## config.mk

```make
export PLATFORM = sky130hd
export DESIGN_NAME = pipe_hazard_ctrl_flat
export DESIGN_NICKNAME = d
export VERILOG_FILES = /design/src/rtl/pipe_hazard_ctrl_if.sv /design/src/rtl/pipe_hazard_ctrl.sv /design/src/flat_wrapper.sv
export SDC_FILE = /design/constraint.sdc
export NUM_CORES = 1
export LEC_CHECK = 0
export CAP_MARGIN = 20
export CORE_MARGIN = 3
export CORE_UTILIZATION = 55
export CTS_BUF_LIST = sky130_fd_sc_hd__clkbuf_8
export DETAILED_ROUTE_END_ITERATION = 8
export DONT_BUFFER_PORTS = 1
export PLACE_DENSITY = 0.81
export REMOVE_ABC_BUFFERS = 1
export SYNTH_ARGS = -nofsm -noshare
export SYNTH_HDL_FRONTEND = slang
export SYNTH_SLANG_ARGS = --single-unit
```

## constraint.sdc

```tcl
create_clock -name clk -period 2.5 [get_ports clk]
set_clock_uncertainty 0.05 [all_clocks]
set_input_delay 0.25 -clock clk [delete_from_list [all_inputs] [get_ports clk]]
set_output_delay 0.25 -clock clk [all_outputs]
set_load 0.01 [all_outputs]
```

## src/rtl/pipe_hazard_ctrl_if.sv

```systemverilog
// Control bundle between the pipeline hazard sequencer and the datapath stages.
// The master side supplies the stall/hazard/redirect sources; the slave side returns the stage controls.
interface pipe_hazard_ctrl_if;
  logic        Istall;
  logic        Dstall;
  logic [4:0]  rs1_addr_ID;
  logic [4:0]  rs2_addr_ID;
  logic        rs1_used_ID;
  logic        rs2_used_ID;
  logic [4:0]  write_addr_EXE;
  logic        mem_read_EXE;
  logic        branch_taken_EXE;
  logic        jalr_EXE;
  logic [31:0] target_EXE;
  logic        cnt_clr;

  logic        pipe_stall;
  logic        pc_write;
  logic        IF_ID_write;
  logic        flush;
  logic        flush_jalr;
  logic        lu_bubble;
  logic        redirect_valid;
  logic [31:0] redirect_pc;
  logic [31:0] stall_cycles;
  logic [15:0] redirect_cnt;

  modport master (
    output Istall, Dstall, rs1_addr_ID, rs2_addr_ID, rs1_used_ID, rs2_used_ID,
           write_addr_EXE, mem_read_EXE, branch_taken_EXE, jalr_EXE, target_EXE, cnt_clr,
    input  pipe_stall, pc_write, IF_ID_write, flush, flush_jalr, lu_bubble,
           redirect_valid, redirect_pc, stall_cycles, redirect_cnt
  );

  modport slave (
    input  Istall, Dstall, rs1_addr_ID, rs2_addr_ID, rs1_used_ID, rs2_used_ID,
           write_addr_EXE, mem_read_EXE, branch_taken_EXE, jalr_EXE, target_EXE, cnt_clr,
    output pipe_stall, pc_write, IF_ID_write, flush, flush_jalr, lu_bubble,
           redirect_valid, redirect_pc, stall_cycles, redirect_cnt
  );
endinterface

```

## src/rtl/pipe_hazard_ctrl.sv

```systemverilog
// Pipeline sequencer: memory stalls, load-use bubbles and EXE redirects, with a
// redirect that resolves under a stall parked in PEND and replayed once the stall clears.
module pipe_hazard_ctrl (
  input  logic               clk,
  input  logic               rst,
  pipe_hazard_ctrl_if.slave  hz
);
  localparam int data_size = 32;

  typedef enum logic {IDLE = 1'b0, PEND = 1'b1} state_t;

  state_t                 state_r, state_nxt;
  logic [data_size-1:0]   pend_tgt_r, pend_tgt_nxt;
  logic                   pend_jalr_r, pend_jalr_nxt;
  logic [31:0]            stall_cycles_r;
  logic [15:0]            redirect_cnt_r;

  logic                   mem_stall;
  logic                   live_redir;
  logic                   hazard;
  logic                   redir;
  logic                   redir_jalr;
  logic [data_size-1:0]   redir_pc;
  logic                   redir_act;
  logic                   lu_act;

  function automatic logic [31:0] sat_inc32(input logic [31:0] v);
    return (v == 32'hFFFF_FFFF) ? v : v + 32'd1;
  endfunction

  assign mem_stall  = hz.Istall | hz.Dstall;
  assign live_redir = hz.branch_taken_EXE | hz.jalr_EXE;

  always_comb begin
    hazard = 1'b0;
    if (hz.mem_read_EXE && (hz.write_addr_EXE != 5'd0)) begin
      hazard = (hz.rs1_used_ID && (hz.rs1_addr_ID == hz.write_addr_EXE)) ||
               (hz.rs2_used_ID && (hz.rs2_addr_ID == hz.write_addr_EXE));
    end
  end

  always_comb begin
    state_nxt     = state_r;
    pend_tgt_nxt  = pend_tgt_r;
    pend_jalr_nxt = pend_jalr_r;
    redir         = 1'b0;
    redir_jalr    = 1'b0;
    redir_pc      = '0;
    case (state_r)
      IDLE: begin
        if (live_redir) begin
          if (mem_stall) begin
            state_nxt     = PEND;
            pend_tgt_nxt  = hz.target_EXE;
            pend_jalr_nxt = hz.jalr_EXE;
          end else begin
            redir      = 1'b1;
            redir_pc   = hz.target_EXE;
            redir_jalr = hz.jalr_EXE;
          end
        end
      end
      // Live EXE inputs belong to the held instruction here, so they are ignored.
      PEND: begin
        if (!mem_stall) begin
          state_nxt  = IDLE;
          redir      = 1'b1;
          redir_pc   = pend_tgt_r;
          redir_jalr = pend_jalr_r;
        end
      end
      default: state_nxt = IDLE;
    endcase
  end

  // Outputs are pinned to their inert values while reset is held.
  assign redir_act = rst & redir;
  assign lu_act    = rst & hazard & ~mem_stall & ~redir;

  assign hz.pipe_stall     = mem_stall;
  assign hz.redirect_valid = redir_act;
  assign hz.redirect_pc    = redir_act ? redir_pc : '0;
  assign hz.flush_jalr     = redir_act & redir_jalr;
  assign hz.flush          = redir_act & ~redir_jalr;
  assign hz.lu_bubble      = lu_act;
  assign hz.pc_write       = ~rst | redir_act | (~mem_stall & ~lu_act);
  assign hz.IF_ID_write    = ~rst | (~mem_stall & ~lu_act);
  assign hz.stall_cycles   = stall_cycles_r;
  assign hz.redirect_cnt   = redirect_cnt_r;

  always_ff @(posedge clk or negedge rst) begin
    if (!rst) begin
      state_r     <= IDLE;
      pend_tgt_r  <= '0;
      pend_jalr_r <= 1'b0;
    end else begin
      state_r     <= state_nxt;
      pend_tgt_r  <= pend_tgt_nxt;
      pend_jalr_r <= pend_jalr_nxt;
    end
  end

  always_ff @(posedge clk or negedge rst) begin
    if (!rst) begin
      stall_cycles_r <= '0;
      redirect_cnt_r <= '0;
    end else if (hz.cnt_clr) begin
      stall_cycles_r <= '0;
      redirect_cnt_r <= '0;
    end else begin
      if (mem_stall | lu_act) stall_cycles_r <= sat_inc32(stall_cycles_r);
      if (redir_act)          redirect_cnt_r <= redirect_cnt_r + 16'd1;
    end
  end
endmodule
```

## src/flat_wrapper.sv

```systemverilog
// flat-port wrapper written by rule: the top's interface ports become plain ports
module pipe_hazard_ctrl_flat 
  (clk, rst, hz_Istall, hz_Dstall, hz_rs1_addr_ID, hz_rs2_addr_ID, hz_rs1_used_ID, hz_rs2_used_ID, hz_write_addr_EXE, hz_mem_read_EXE, hz_branch_taken_EXE, hz_jalr_EXE, hz_target_EXE, hz_cnt_clr, hz_pipe_stall, hz_pc_write, hz_IF_ID_write, hz_flush, hz_flush_jalr, hz_lu_bubble, hz_redirect_valid, hz_redirect_pc, hz_stall_cycles, hz_redirect_cnt);
  pipe_hazard_ctrl_if hz_i ();
  input  logic clk;
  input  logic rst;
  input wire logic [$bits(hz_i.Istall)-1:0] hz_Istall;
  input wire logic [$bits(hz_i.Dstall)-1:0] hz_Dstall;
  input wire logic [$bits(hz_i.rs1_addr_ID)-1:0] hz_rs1_addr_ID;
  input wire logic [$bits(hz_i.rs2_addr_ID)-1:0] hz_rs2_addr_ID;
  input wire logic [$bits(hz_i.rs1_used_ID)-1:0] hz_rs1_used_ID;
  input wire logic [$bits(hz_i.rs2_used_ID)-1:0] hz_rs2_used_ID;
  input wire logic [$bits(hz_i.write_addr_EXE)-1:0] hz_write_addr_EXE;
  input wire logic [$bits(hz_i.mem_read_EXE)-1:0] hz_mem_read_EXE;
  input wire logic [$bits(hz_i.branch_taken_EXE)-1:0] hz_branch_taken_EXE;
  input wire logic [$bits(hz_i.jalr_EXE)-1:0] hz_jalr_EXE;
  input wire logic [$bits(hz_i.target_EXE)-1:0] hz_target_EXE;
  input wire logic [$bits(hz_i.cnt_clr)-1:0] hz_cnt_clr;
  output wire logic [$bits(hz_i.pipe_stall)-1:0] hz_pipe_stall;
  output wire logic [$bits(hz_i.pc_write)-1:0] hz_pc_write;
  output wire logic [$bits(hz_i.IF_ID_write)-1:0] hz_IF_ID_write;
  output wire logic [$bits(hz_i.flush)-1:0] hz_flush;
  output wire logic [$bits(hz_i.flush_jalr)-1:0] hz_flush_jalr;
  output wire logic [$bits(hz_i.lu_bubble)-1:0] hz_lu_bubble;
  output wire logic [$bits(hz_i.redirect_valid)-1:0] hz_redirect_valid;
  output wire logic [$bits(hz_i.redirect_pc)-1:0] hz_redirect_pc;
  output wire logic [$bits(hz_i.stall_cycles)-1:0] hz_stall_cycles;
  output wire logic [$bits(hz_i.redirect_cnt)-1:0] hz_redirect_cnt;
  assign hz_i.Istall = hz_Istall;
  assign hz_i.Dstall = hz_Dstall;
  assign hz_i.rs1_addr_ID = hz_rs1_addr_ID;
  assign hz_i.rs2_addr_ID = hz_rs2_addr_ID;
  assign hz_i.rs1_used_ID = hz_rs1_used_ID;
  assign hz_i.rs2_used_ID = hz_rs2_used_ID;
  assign hz_i.write_addr_EXE = hz_write_addr_EXE;
  assign hz_i.mem_read_EXE = hz_mem_read_EXE;
  assign hz_i.branch_taken_EXE = hz_branch_taken_EXE;
  assign hz_i.jalr_EXE = hz_jalr_EXE;
  assign hz_i.target_EXE = hz_target_EXE;
  assign hz_i.cnt_clr = hz_cnt_clr;
  assign hz_pipe_stall = hz_i.pipe_stall;
  assign hz_pc_write = hz_i.pc_write;
  assign hz_IF_ID_write = hz_i.IF_ID_write;
  assign hz_flush = hz_i.flush;
  assign hz_flush_jalr = hz_i.flush_jalr;
  assign hz_lu_bubble = hz_i.lu_bubble;
  assign hz_redirect_valid = hz_i.redirect_valid;
  assign hz_redirect_pc = hz_i.redirect_pc;
  assign hz_stall_cycles = hz_i.stall_cycles;
  assign hz_redirect_cnt = hz_i.redirect_cnt;
  pipe_hazard_ctrl u_core (.clk(clk), .rst(rst), .hz(hz_i));
endmodule
```

# == After elaboration in Yosys (flattened, before gate mapping) ==
# Cells that the tools add are included.
# op_classes
n_addsub,2
eq_ne,4
mux,21
bitwise_logic,19
reduce_logical,9
# ops
operator,count
$mux 32,7
$pmux 32 s2,1
$add 32x1->32 const B,1
$eq 32x32->1 const B,1
$mux 16,2
$add 16x1->16 const B,1
$eq 5x5->1,2
$mux 1,8
$and 1x1->1,7
$not 1->1,6
$or 1x1->1,6
$pmux 1 s2,3
$reduce_bool 5->1,1
$reduce_bool 2->1,2
$logic_and 1x1->1,3
$reduce_and 3->1,1
$ne 2x2->1 const B,1
$reduce_and 2->1,1
$logic_or 1x1->1,1
# word_totals
reg_bits,82
in_bits,57
output_inout_bits,87
elab_cells,60

# == Depth between registers and ports, before layout ==
# logic_depth
word_depth,10
depth_mapped,9
ltp_nobuf,7

# == Worst setup path after synthesis ==
# OpenSTA, ideal clock, no wires.
# synth_timing
kind,register to output
from,reg u_core.state_r
to,out hz_redirect_pc[11]
arrival_ps,1667
t_required_ps,2200
setup_slack_ps,533
path_stages_with_launch,7
path_buffers,3
cell_sequence,dfrtp_1 -> buf_2 -> or3_1 -> nand3_1 -> clkbuf_1 -> buf_1 -> nor2_1
# synth_via
elab_chain_cells,4
elab_cells_between_ends,5
classes_between,3 x mux; 2 x bitwise
# synth_lines
item,line,source
from (decl),pipe_hazard_ctrl.sv:12,"state_t state_r, state_nxt;"
from (signal assigned),pipe_hazard_ctrl.sv:97,state_r <= state_nxt;
$not 1->1,pipe_hazard_ctrl.sv:49,case (state_r)
$pmux 1 s2,pipe_hazard_ctrl.sv:49,
$and 1x1->1,pipe_hazard_ctrl.sv:77,assign redir_act = rst & redir;
$mux 32 (*),pipe_hazard_ctrl.sv:82,assign hz.redirect_pc = redir_act ? redir_pc : '0;
to (decl),flat_wrapper.sv:26,output wire logic [$bits(hz_i.redirect_pc)-1:0] hz_redirect_pc;
# Every way passes the cells marked *; elsewhere a longest branch is shown, timed or not.

# == Worst setup path in the final report ==
# layout_timing
from,reg u_core.state_r
to,out hz_redirect_pc[2]
# The elaborated chain is that of the path after synthesis.

==> results.json <==
{
  "dpl.cell_count": 575,
  "yosys_register_bits": 82,
  "via_count_of_the_first_global_routing_pass": 3769,
  "place_congestion": 0.861,
  "boundaryPins": 144,
  "core_region_area_mm2": 0.00781,
  "hpwlAfterDp_mm": 7.41,
  "proportion_of_layout_cells_with_a_drive_suffix_above_1": 0.229,
  "min_tclk_post_route_ns": 2.30,
  "floorplan.initialDensity": 0.572,
  "overflow": 0,
  "nNetsFinal": 579,
  "die_width_um": 96.1,
  "num_antenna_cells": 0,
  "cts-root-to-sink-buffers": 2,
  "global_route_wire_length_before_repair_mm": 18.5,
  "placed_cell_area_mm2": 0.00484,
  "critPathCaptureType": "output pin",
  "worst_path_most_repeated_cell": "sky130_fd_sc_hd__buf_4",
  "critPathKind": "reg -> out",
  "timing.critical_path.fanout_max": 35,
  "combPwrFrac": 0.154,
  "synth_top_cell_by_area": "sky130_fd_sc_hd__dfrtp_1",
  "dr_total_vias": 3867,
  "final-setup-viol-count": 0,
  "groute.usage.overall": 0.259,
  "cap_violations": 0,
  "status": "finished clean",
  "tritoncts": "built",
  "clock-sinks": 82,
  "cp_slowest_stage_delay_ns": 0.40,
  "post_synthesis_share_of_cell_area_spent_on_full_adders_half_adders_and_majority_gates": 0.00560,
  "depth_of_the_cts_h_tree": 3,
  "p_int_uw": 2370,
  "synth_commonest_cells": "82 x sky130_fd_sc_hd__dfrtp_1, 64 x sky130_fd_sc_hd__nor2_1, 33 x sky130_fd_sc_hd__mux2_2, 32 x sky130_fd_sc_hd__a22oi_1, 23 x sky130_fd_sc_hd__a21oi_1",
  "cellPowerDensity_mw_per_mm2": 578,
  "pwr-share-seq": 0.485,
  "drt-wirelength-per-cell_um": 19.0,
  "setup_tns_final_ns": 0,
  "synth-edff-count": 0,
  "min_path_type": "in -> reg",
  "synth_unique_cells": 52,
  "final_cells": 627,
  "die_area_mm2": 0.00924,
  "cts-root-buf": "sky130_fd_sc_hd__clkbuf_8",
  "switching_share": 0.249,
  "synth_to_layout_area_growth_pct": 22.2,
  "top_layer_used": "met4",
  "async_flop_share": 1.00,
  "grt_setup_unrepaired": "false",
  "timing_hold_violations_final": 0,
  "synth_compound_area_frac": 0.135,
  "numPortBuffers": 0,
  "met3_wirelength_um": 841,
  "synth_xor_area_frac": 0.0510,
  "synth.avg_cell_area_um2": 9.98,
  "clock_latency_ns": 0.34,
  "totalWireLength_mm": 11.9,
  "fmax_ghz": 0.434,
  "yosysMostFrequentCell": "sky130_fd_sc_hd__dfrtp_1",
  "dieHeight_um": 96.1,
  "synthMuxAreaShare": 0.0994,
  "tightestPinTransition_ns": 0.625,
  "synth.yosys.seq_area_share": 0.459,
  "worst_ir_drop_vdd_v": 0.000420,
  "drt_first_iter_violations": 230,
  "synthSimpleGateAreaFrac": 0.210,
  "cts_resized": 0,
  "worstPathRequired_ns": 2.20,
  "floorplan.rows": 32,
  "antenna_found_initial": 0,
  "p_clk_frac": 0.360,
  "path_cells": "buf_4 > nor2_2 > buf_4 > a22oi_1 > nor2_1 > buf_4",
  "cts.clk_slew.worst_paths_ns": 0.08,
  "vias_per_cell": 6.17,
  "routed-wl-met2_mm": 6.05,
  "synth_area_mm2": 0.00447,
  "p_leak_uw": 0.00229,
  "m1WireLength_mm": 4.71,
  "grt_max_degree": 83,
  "drc": 0,
  "cts_inserted_buffers": 9,
  "critical_path.startpoint_type": "register",
  "timing.critical_path.slowest_stage_cell": "sky130_fd_sc_hd__dfrtp_1",
  "fraction_of_the_cycle_the_final_worst_path_needs": 0.922,
  "drtPass1Iterations": 5,
  "ys_dominant_reg_cell": "sky130_fd_sc_hd__dfrtp_1",
  "total_switching_power_uw": 786,
  "number_of_cells_produced_by_synthesis": 448,
  "report.final.slew_viol_count": 0,
  "yosysWarningCount": 0,
  "post_synth_main_area_contributors": "sky130_fd_sc_hd__dfrtp_1 46%, sky130_fd_sc_hd__mux2_2 8.3%, sky130_fd_sc_hd__a22oi_1 5.4%",
  "timing.slew.headroom": 0.580,
  "drtAntennaViolNets": 0,
  "cp.arrival_ns": 2.00,
  "final_cell_area_mm2": 0.00546,
  "synth_top_family_by_area": "simple AND/OR/NAND/NOR gates",
  "regToRegSetupSlack_ns": 0.20,
  "yosysTopAreaCellShare": 0.459
}
worst max-delay path: cells and delay by family, from the launching register on:
family | cells | cell delay [ns]
AOI/OAI and AO/OA | 1 | 0.15
buffers and inverters | 3 | 0.76
DFF | 1 | 0.40
and+or+nand+nor | 2 | 0.35
state kept, by name (all words and copies together), names as in the netlist:
name / count
u_core.pend_jalr_r: 1
u_core.hz.stall_cycles: 32
u_core.state_r: 1
u_core.hz.redirect_cnt: 16
u_core.pend_tgt_r: 32
worst paths after layout:
path,startpoint,end,cells after the start
max in group asynchronous,rst,u_core.pend_tgt_r[9],2
worst min register to register,u_core.pend_jalr_r,u_core.pend_jalr_r,1
worst max-delay path,u_core.state_r,hz_redirect_pc[2],6
worst max register to register,u_core.hz.stall_cycles[19],u_core.hz.stall_cycles[8],7
worst min-delay path,hz_cnt_clr,u_core.hz.stall_cycles[3],2
min in group asynchronous,rst,u_core.hz.redirect_cnt[14],2
what timing repair did:
action                                 4_1_cts  5_1_grt
endpoints found under the hold margin      149        6
hold buffers                                30        6
setup buffers                                0        0
power groups by stage:
stage / registers, uW / clock network (uW) / logic, uW
global route: 1550 / 1220 / 536
global placement: 1540 / 0 / 376
detailed placement: 1550 / 0 / 390
finish: 1530 / 1140 / 488
CTS: 1530 / 1160 / 473
floorplan: 1540 / 0 / 296
placed cells by master (no fill, tap or decap), types with 13 or more instances in the layout:
cell and n:
sky130_fd_sc_hd__nand2_1 22, sky130_fd_sc_hd__xnor2_1 15, sky130_fd_sc_hd__mux2_2 33, sky130_fd_sc_hd__inv_1 13, sky130_fd_sc_hd__or3_1 13, sky130_fd_sc_hd__dfrtp_1 82, sky130_fd_sc_hd__nand3_1 18, sky130_fd_sc_hd__a21oi_1 23
sky130_fd_sc_hd__buf_4 47, sky130_fd_sc_hd__dlygate4sd3_1 34, sky130_fd_sc_hd__nor2_1 63, sky130_fd_sc_hd__a22oi_1 32
metrics by stage:
step           worst slack, ns  power (uW)  hold WS [ns]   util
6_report                 0.196        3160        0.0276  0.700
2_1_floorplan            -1.23        1840       -0.0956      -
4_1_cts                  0.206        3160      0.000257  0.692
3_3_place_gp             0.302        1920       -0.0937  0.620
5_1_grt                 0.0447        3300       0.00514  0.700
3_5_place_dp             0.218        1940       -0.0935  0.620
cell families after synthesis:
group                      Yosys count
adders and majority gates            2
buffers and inverters               35
muxes                               39
AOI/OAI and AO/OA                   89
and+or+nand+nor                    175
xor gates and xnor gates            26
DFF                                 82
final cells by class:
cell class | count | area [um2]
clock buffers | 9 | 124
clock inverters | 7 | 110
fillers | 571 | 2340
inverters | 12 | 45.0
multi-input cells | 331 | 2240
flip-flops and latches | 82 | 2050
well taps | 102 | 128
repair buffers | 84 | 761
layer usage:
layer / vias to the layer above / track usage
met5: - / 0
met2: 165 / 0.438
met4: 0 / 0.0972
met3: 27 / 0.0641
met1: 1897 / 0.318
li1: 1778 / -
Note: power is estimated with default switching activity, not from simulation.
